## src/rtl/stopwatch_ctrl.sv

```systemverilog
// Stopwatch command generator: button conditioning, run/pause/clear/load FSM, registered counter commands.
// Optional button debouncing is built when STOPWATCH_DEBOUNCE_EN is defined.
module stopwatch_ctrl #(
    parameter int DEBOUNCE_CYCLES = 500000,
    parameter int MAX_COUNT       = 9999
) (
    input  logic        clk,
    input  logic        rst,
    input  logic        tick,
    input  logic        btn_start,
    input  logic        btn_clear,
    input  logic        btn_load,
    input  logic        mode_down,
    input  logic [13:0] count,
    output logic [2:0]  cmd,
    output logic        running,
    output logic        paused,
    output logic        done
);

    // state      | meaning
    // S_IDLE     | stopped, accepts clear/load/start
    // S_RUN_UP   | counting up on each tick
    // S_RUN_DOWN | counting down on each tick
    // S_PAUSED   | frozen, remembers direction
    // S_DONE     | terminal count reached
    typedef enum logic [2:0] {
        S_IDLE,
        S_RUN_UP,
        S_RUN_DOWN,
        S_PAUSED,
        S_DONE
    } state_t;

    localparam logic [2:0] CMD_HOLD   = 3'b000;
    localparam logic [2:0] CMD_INC    = 3'b001;
    localparam logic [2:0] CMD_DEC    = 3'b010;
    localparam logic [2:0] CMD_CLEAR  = 3'b011;
    localparam logic [2:0] CMD_PRESET = 3'b100;
    localparam logic [2:0] CMD_LOAD   = 3'b101;

    // Button vectors are ordered {load, clear, start}.
    logic [2:0] btn_raw;
    logic [2:0] sync1;
    logic [2:0] sync2;
    logic [2:0] btn_q;
    logic [2:0] btn_q_d;
    logic [2:0] press;

    assign btn_raw = {btn_load, btn_clear, btn_start};

    always_ff @(posedge clk or posedge rst) begin
        if (rst) begin
            sync1 <= '0;
            sync2 <= '0;
        end else begin
            sync1 <= btn_raw;
            sync2 <= sync1;
        end
    end

`ifdef STOPWATCH_DEBOUNCE_EN
    localparam int CW = $clog2(DEBOUNCE_CYCLES + 1);
    logic [CW-1:0] db_cnt [3];

    // The qualified level follows only after DEBOUNCE_CYCLES consecutive disagreeing cycles.
    always_ff @(posedge clk or posedge rst) begin
        if (rst) begin
            btn_q <= '0;
            for (int i = 0; i < 3; i++) db_cnt[i] <= '0;
        end else begin
            for (int i = 0; i < 3; i++) begin
                if (sync2[i] == btn_q[i]) begin
                    db_cnt[i] <= '0;
                end else if (db_cnt[i] == CW'(DEBOUNCE_CYCLES - 1)) begin
                    btn_q[i]  <= sync2[i];
                    db_cnt[i] <= '0;
                end else begin
                    db_cnt[i] <= db_cnt[i] + 1'b1;
                end
            end
        end
    end
`else
    assign btn_q = sync2;
`endif

    always_ff @(posedge clk or posedge rst) begin
        if (rst) begin
            btn_q_d <= '0;
            press   <= '0;
        end else begin
            btn_q_d <= btn_q;
            press   <= btn_q & ~btn_q_d;
        end
    end

    logic p_start;
    logic p_clear;
    logic p_load;

    assign p_start = press[0];
    assign p_clear = press[1];
    assign p_load  = press[2];

    state_t     state;
    state_t     state_nx;
    logic       dir_up;
    logic       dir_up_nx;
    logic [2:0] cmd_nx;
    logic [2:0] clr_cmd;
    logic       at_max;
    logic       at_zero;

    assign clr_cmd = mode_down ? CMD_PRESET : CMD_CLEAR;
    assign at_max  = (count == 14'(MAX_COUNT));
    assign at_zero = (count == 14'd0);

    always_comb begin
        state_nx  = state;
        dir_up_nx = dir_up;
        cmd_nx    = CMD_HOLD;
        if (p_clear) begin
            cmd_nx   = clr_cmd;
            state_nx = S_IDLE;
        end else if (p_load) begin
            // Load is swallowed while running; it does not fall through to start.
            if (state != S_RUN_UP && state != S_RUN_DOWN) begin
                cmd_nx   = CMD_LOAD;
                state_nx = S_IDLE;
            end
        end else if (p_start) begin
            case (state)
                S_IDLE: begin
                    dir_up_nx = ~mode_down;
                    if (!mode_down)  state_nx = S_RUN_UP;
                    else if (at_zero) state_nx = S_DONE;
                    else             state_nx = S_RUN_DOWN;
                end
                S_RUN_UP, S_RUN_DOWN: state_nx = S_PAUSED;
                S_PAUSED:             state_nx = dir_up ? S_RUN_UP : S_RUN_DOWN;
                S_DONE:               state_nx = S_DONE;
                default:              state_nx = S_IDLE;
            endcase
        end else if (tick) begin
            case (state)
                S_RUN_UP: begin
                    if (at_max) state_nx = S_DONE;
                    else        cmd_nx   = CMD_INC;
                end
                S_RUN_DOWN: begin
                    if (at_zero) state_nx = S_DONE;
                    else         cmd_nx   = CMD_DEC;
                end
                S_IDLE, S_PAUSED, S_DONE: state_nx = state;
                default:                  state_nx = S_IDLE;
            endcase
        end
    end

    always_ff @(posedge clk or posedge rst) begin
        if (rst) begin
            state   <= S_IDLE;
            dir_up  <= 1'b0;
            cmd     <= CMD_HOLD;
            running <= 1'b0;
            paused  <= 1'b0;
            done    <= 1'b0;
        end else begin
            state   <= state_nx;
            dir_up  <= dir_up_nx;
            cmd     <= cmd_nx;
            running <= (state_nx == S_RUN_UP) || (state_nx == S_RUN_DOWN);
            paused  <= (state_nx == S_PAUSED);
            done    <= (state_nx == S_DONE);
        end
    end

endmodule

```

## config.mk

```make
export PLATFORM = sky130hd
export DESIGN_NAME = stopwatch_ctrl
export DESIGN_NICKNAME = d
export VERILOG_FILES = /design/src/rtl/stopwatch_ctrl.sv
export SDC_FILE = /design/constraint.sdc
export NUM_CORES = 1
export LEC_CHECK = 0
export BUFFER_PORTS_ARGS = -buffer_cell sky130_fd_sc_hd__buf_4
export CAP_MARGIN = 0
export CELL_PAD_IN_SITES_DETAIL_PLACEMENT = 0
export CELL_PAD_IN_SITES_GLOBAL_PLACEMENT = 2
export CORE_ASPECT_RATIO = 0.7
export CORE_UTILIZATION = 31
export DETAILED_ROUTE_END_ITERATION = 10
export PLACE_DENSITY_LB_ADDON = 0.12
export SLEW_MARGIN = 20
export SYNTH_ARGS = -nofsm -noshare
export SYNTH_HDL_FRONTEND = slang
export SYNTH_SLANG_ARGS = --single-unit
```

## constraint.sdc

```tcl
create_clock -name clk -period 2.25 [get_ports clk]
set_input_delay 0.1125 -clock clk [delete_from_list [all_inputs] [get_ports clk]]
set_output_delay 0.1125 -clock clk [all_outputs]
set_load 0.02 [all_outputs]
```

# == After elaboration in Yosys (flattened, before gate mapping) ==
# Index checks and enable logic that the tools add are counted.
# word_totals
register_bits,22
elab_cells,54
out_inout_bits,6
inputBits,21
# op_classes
eq_ne,11
muxes,21
n_bitwise,5
n_reduce_logical,7
# ops
operator,n
$mux 3,13
$eq 14x14->1 const B,1
$logic_not 14->1,1
$eq 3x2->1 const B,4
$pmux 3 s4,1
$pmux 3 s3,1
$mux 2,4
$eq 3x1->1 const B,2
$eq 3x3->1 const B,2
$pmux 2 s2,1
$reduce_and 4->1,1
$and 3x3->3,1
$logic_not 3->1,1
$ne 3x1->1 const B,1
$ne 3x2->1 const B,1
$not 1->1,3
$not 3->3,1
$reduce_or 3->1,1
$reduce_or 2->1,1
$logic_and 1x1->1,1
$logic_or 1x1->1,1
$mux 1,1

# == Logic depth before layout (Yosys ltp) ==
# logic_depth
word_depth,9
ltp_mapped,6
mapped_depth_nobuf,5

# == Worst setup path before layout ==
# Ideal clock, no wire load.
# synth_timing
kind,reg2reg
startpoint,register state[1]
endpoint,register running
stages_incl_launch_ff,6
synth_period_minus_slack_ns,2.045
t_arrival_ns,1.967
path_slack_ns,0.205
path_buffers,0
cell_sequence,dfrtp_1 > or4b_1 > or4_1 > a211o_1 > a211o_2 > a21oi_1
# synth_via
elab_chain_cells,9
word_cells_on_any_way,22
cone_classes,eq/ne (8); mux (9); reduce/logical (5)
# synth_rtl
item,line_no,rtl
start: declaration,106,state_t state;
start signal: assignment,170,state <= state_nx;
"$eq 3x2->1, or another cell as far along","133, 146",
$reduce_or 3->1,146,case (state)
$pmux 3 s3,146,
$mux 3,145,end else if (tick) begin
$mux 3,132,end else if (p_start) begin
$mux 3 (*),126,end else if (p_load) begin
$mux 3 (*),123,if (p_clear) begin
$eq 3x1->1 or $eq 3x2->1 (tied branches),173,running <= (state_nx == S_RUN_UP) || (state_nx == S_RUN_DOWN);
$logic_or 1x1->1 (*),173,
end signal: assignment,173,
end: declaration,16,"output logic running,"
# Mark *: on every way between the ends. The rest lies on a longest branch, timed or not.
# A chain may end at the register's enable or synchronous reset.

# == Worst setup path after layout ==
# Same ends and word-level chain as after synthesis.

==> flow_metrics.py <==
metrics = {
    "final_layout": {
        "final_core_util": 0.453,
        "area_delta_synth_final_pct": 31.9,
        "fin_nets": 146,
        "fin_cells": 159,
        "multi_input_area_um2": 430,
        "fill_cells": 263,
        "regArea_um2": 551,
        "drive_above_1_share": 0.341,
        "insertedDiodeCount": 0,
    },
    "pwr": {
        "p_leak_nw": 0.604,
        "worst_ir_drop_vdd_mv": 0.426,
        "power_density_mw_per_mm2": 675,
    },
    "clock_network": {
        "clockRootBuffer": "clkbuf_8",
        "clkTransAtPathRegs_ns": 0.07,
        "h-tree-depth": 1,
        "post_cts_buffers": 0,
        "cts.sinks": 22,
        "cts_tree": "built",
        "ctsLongestPathBuffers": 2,
        "insertion_delay_ns": 0.25,
        "cts_buffers": 3,
    },
    "timing": {
        "final_max_slew_viol_count": 0,
        "max_freq_mhz": 464,
        "finalSetupViolations": 0,
        "skew_ns": 0.00251,
        "period_share": 0.957,
        "tightest_slew_ns": 0.772,
        "finalSetupTns_ns": 0,
        "rsz0062_at_grt": "false",
        "slew_headroom": 0.485,
        "hold_slack_ns": 0.00153,
        "setup_ws_ns": 0.0960,
        "period_needed_ns": 2.15,
        "finalHoldViolCount": 0,
    },
    "logic_synthesis": {
        "syn_inst": 92,
        "synth_seq_cells": 22,
        "syn_avg_cell_area_um2": 11.0,
        "netlist_area_mm2": 0.00101,
        "synthArstFlopShare": 1.00,
        "synth_ff_type": "dfrtp_1",
        "synth_edf_count": 0,
        "yosysWarnings": 0,
        "synth_fp_nets": 113,
        "ys_types": 37,
        "synth-seq-area-share": 0.545,
    },
    "floorplanning": {
        "coreArea_mm2": 0.00294,
        "dieHeight_um": 49.8,
        "ios": 27,
        "rows": 16,
        "die-area_mm2": 0.00350,
        "start_util": 0.344,
        "die_w_um": 70.3,
    },
    "grt": {
        "gr-usage-all-layers": 0.135,
        "grt_first_pass_wirelength_mm": 3.60,
        "grt_pass1_vias": 784,
        "antenna_found_initial": 0,
        "overflow": 0,
        "grt_max_degree": 23,
    },
    "worst_setup_path": {
        "worstSetupEndpointType": "flop",
        "worstPathMaxFanout": 3,
        "r2r_slack_ns": 0.1,
        "r2r_start": "state[1]",
        "critical_path_required_ns": 2.43,
        "critPathKind": "flop to flop",
        "critPathLaunch": "state[1]",
        "critical_path_arrival_ns": 2.34,
        "start_kind": "flop",
    },
    "drt": {
        "ant_nets": 0,
        "viasPerCell": 5.19,
        "dr.pass1.iters": 4,
        "wl_per_cell_um": 12.9,
        "route.detailed.drc": 0,
        "drt-total-wl_mm": 2.06,
        "num_vias": 826,
        "first_iter_violations": 48,
    },
    "placed_design": {
        "place_inst": 153,
        "dp_hpwl_mm": 1.61,
        "finalWeightedCongestion": 0.875,
        "port_buffers": 26,
        "place_ws_ns": 0.0633,
    },
    "run": {
        "maxCapViolCount": 0,
    },
    "status": {
        "status": "finished, final reports clean",
    },
    "worst_hold_path": {
        "min_path_type": "primary input to async pin",
    },
}
[flip-flops by register name, summed over array words and instances (netlist names), 3 cells and up]
signal / count
press: 3
btn_q: 3
cmd: 3
sync1: 3
state: 3
btn_q_d: 3
[worst max-delay path: stages (launching register included)]
cell and delay, ns:
dfrtp_1 0.40, or4b_1 0.53, or4_1 0.41, a211o_1 0.31, a211o_2 0.31, a21oi_2 0.13
[metal layers]
metal | vias to the layer above | share of wire | GRT usage
li1 | 408 | - | -
met1 | 385 | 0.50 | 0.186
met2 | 31 | 0.42 | 0.198
met3 | 2 | 0.073 | 0.0491
met4 | 0 | 0.0083 | 0.0400
met5 | - | 0 | 0
[path summary, 6_finish.rpt]
kind	end	cells past startpoint
min in group clk	cmd[0]	2
max reg2reg	running	5
min	sync1[2]	2
max	running	5
max in group asynchronous	dir_up	2
min reg2reg	btn_q[0]	0
[what timing repair did]
item / 4_1_cts / 5_1_grt
hold buffers: 3 / 0
resized for setup: 0 / 1
endpoints found under the hold margin: 3 / 0
setup endpoints to repair: 0 / 1
[where the power goes]
group | switching [mW] | internal [mW] | total [mW] | leakage (nW)
Combinational | 0.108 | 0.112 | 0.220 | 0.311
Sequential | 0.0239 | 0.433 | 0.457 | 0.271
Clock | 0.105 | 0.119 | 0.224 | 0.0216
Total | 0.237 | 0.664 | 0.901 | 0.604
[logic make-up after synthesis]
logic type,Yosys count,share of synthesized area
and+or+nand+nor,39,0.261
AOI/OAI and AO/OA,21,0.152
xor gates and xnor gates,1,0.00866
DFF,22,0.545
buffers and inverters,9,0.0334
[cell usage after synthesis (all sizes together), types with 3 or more instances]
master  number  area (µm²)
dfrtp       22         551
inv          5        18.8
nor4         5        31.3
or4          5        48.8
a21oi        4        20.0
clkbuf       4        15.0
nand2b       4        25.0
o21ai        4        20.0
nand2        3        11.3
nor2b        3        18.8
nor3b        3        22.5
[placed cells by master, fill, tap and decap left out, types with 3 or more instances in the layout]
| cell type | netlist | final |
|---|---|---|
| clkbuf_8 | 0 | 3 |
| inv_1 | 5 | 5 |
| nor4_1 | 5 | 5 |
| or4_4 | 3 | 3 |
| nand2b_1 | 4 | 4 |
| dfrtp_1 | 22 | 22 |
| dlygate4sd3_1 | 0 | 3 |
| buf_4 | 0 | 29 |
| nand2_1 | 3 | 3 |
| nor3b_1 | 3 | 3 |
| o21ai_0 | 4 | 4 |
| nor2b_1 | 3 | 3 |
| a21oi_1 | 4 | 3 |
[per-stage QoR]
| step | instance area (µm²) | power [mW] |
|---|---|---|
| 3_5_place_dp | 1260 | 0.678 |
| 6_report | 1330 | 0.901 |
| 2_1_floorplan | 1010 | 0.586 |
| 3_3_place_gp | 1260 | 0.680 |
| 4_1_cts | 1330 | 0.909 |
| 5_1_grt | 1330 | 0.960 |
[area by class of cell]
class	instances	share of cell area
tap	36	0.0338
sequential	22	0.413
inverter	5	0.0141
multi-input combinational	61	0.323
clock buffer	3	0.0310
timing repair buffer	32	0.186
Power figures use the tool's default switching activity.
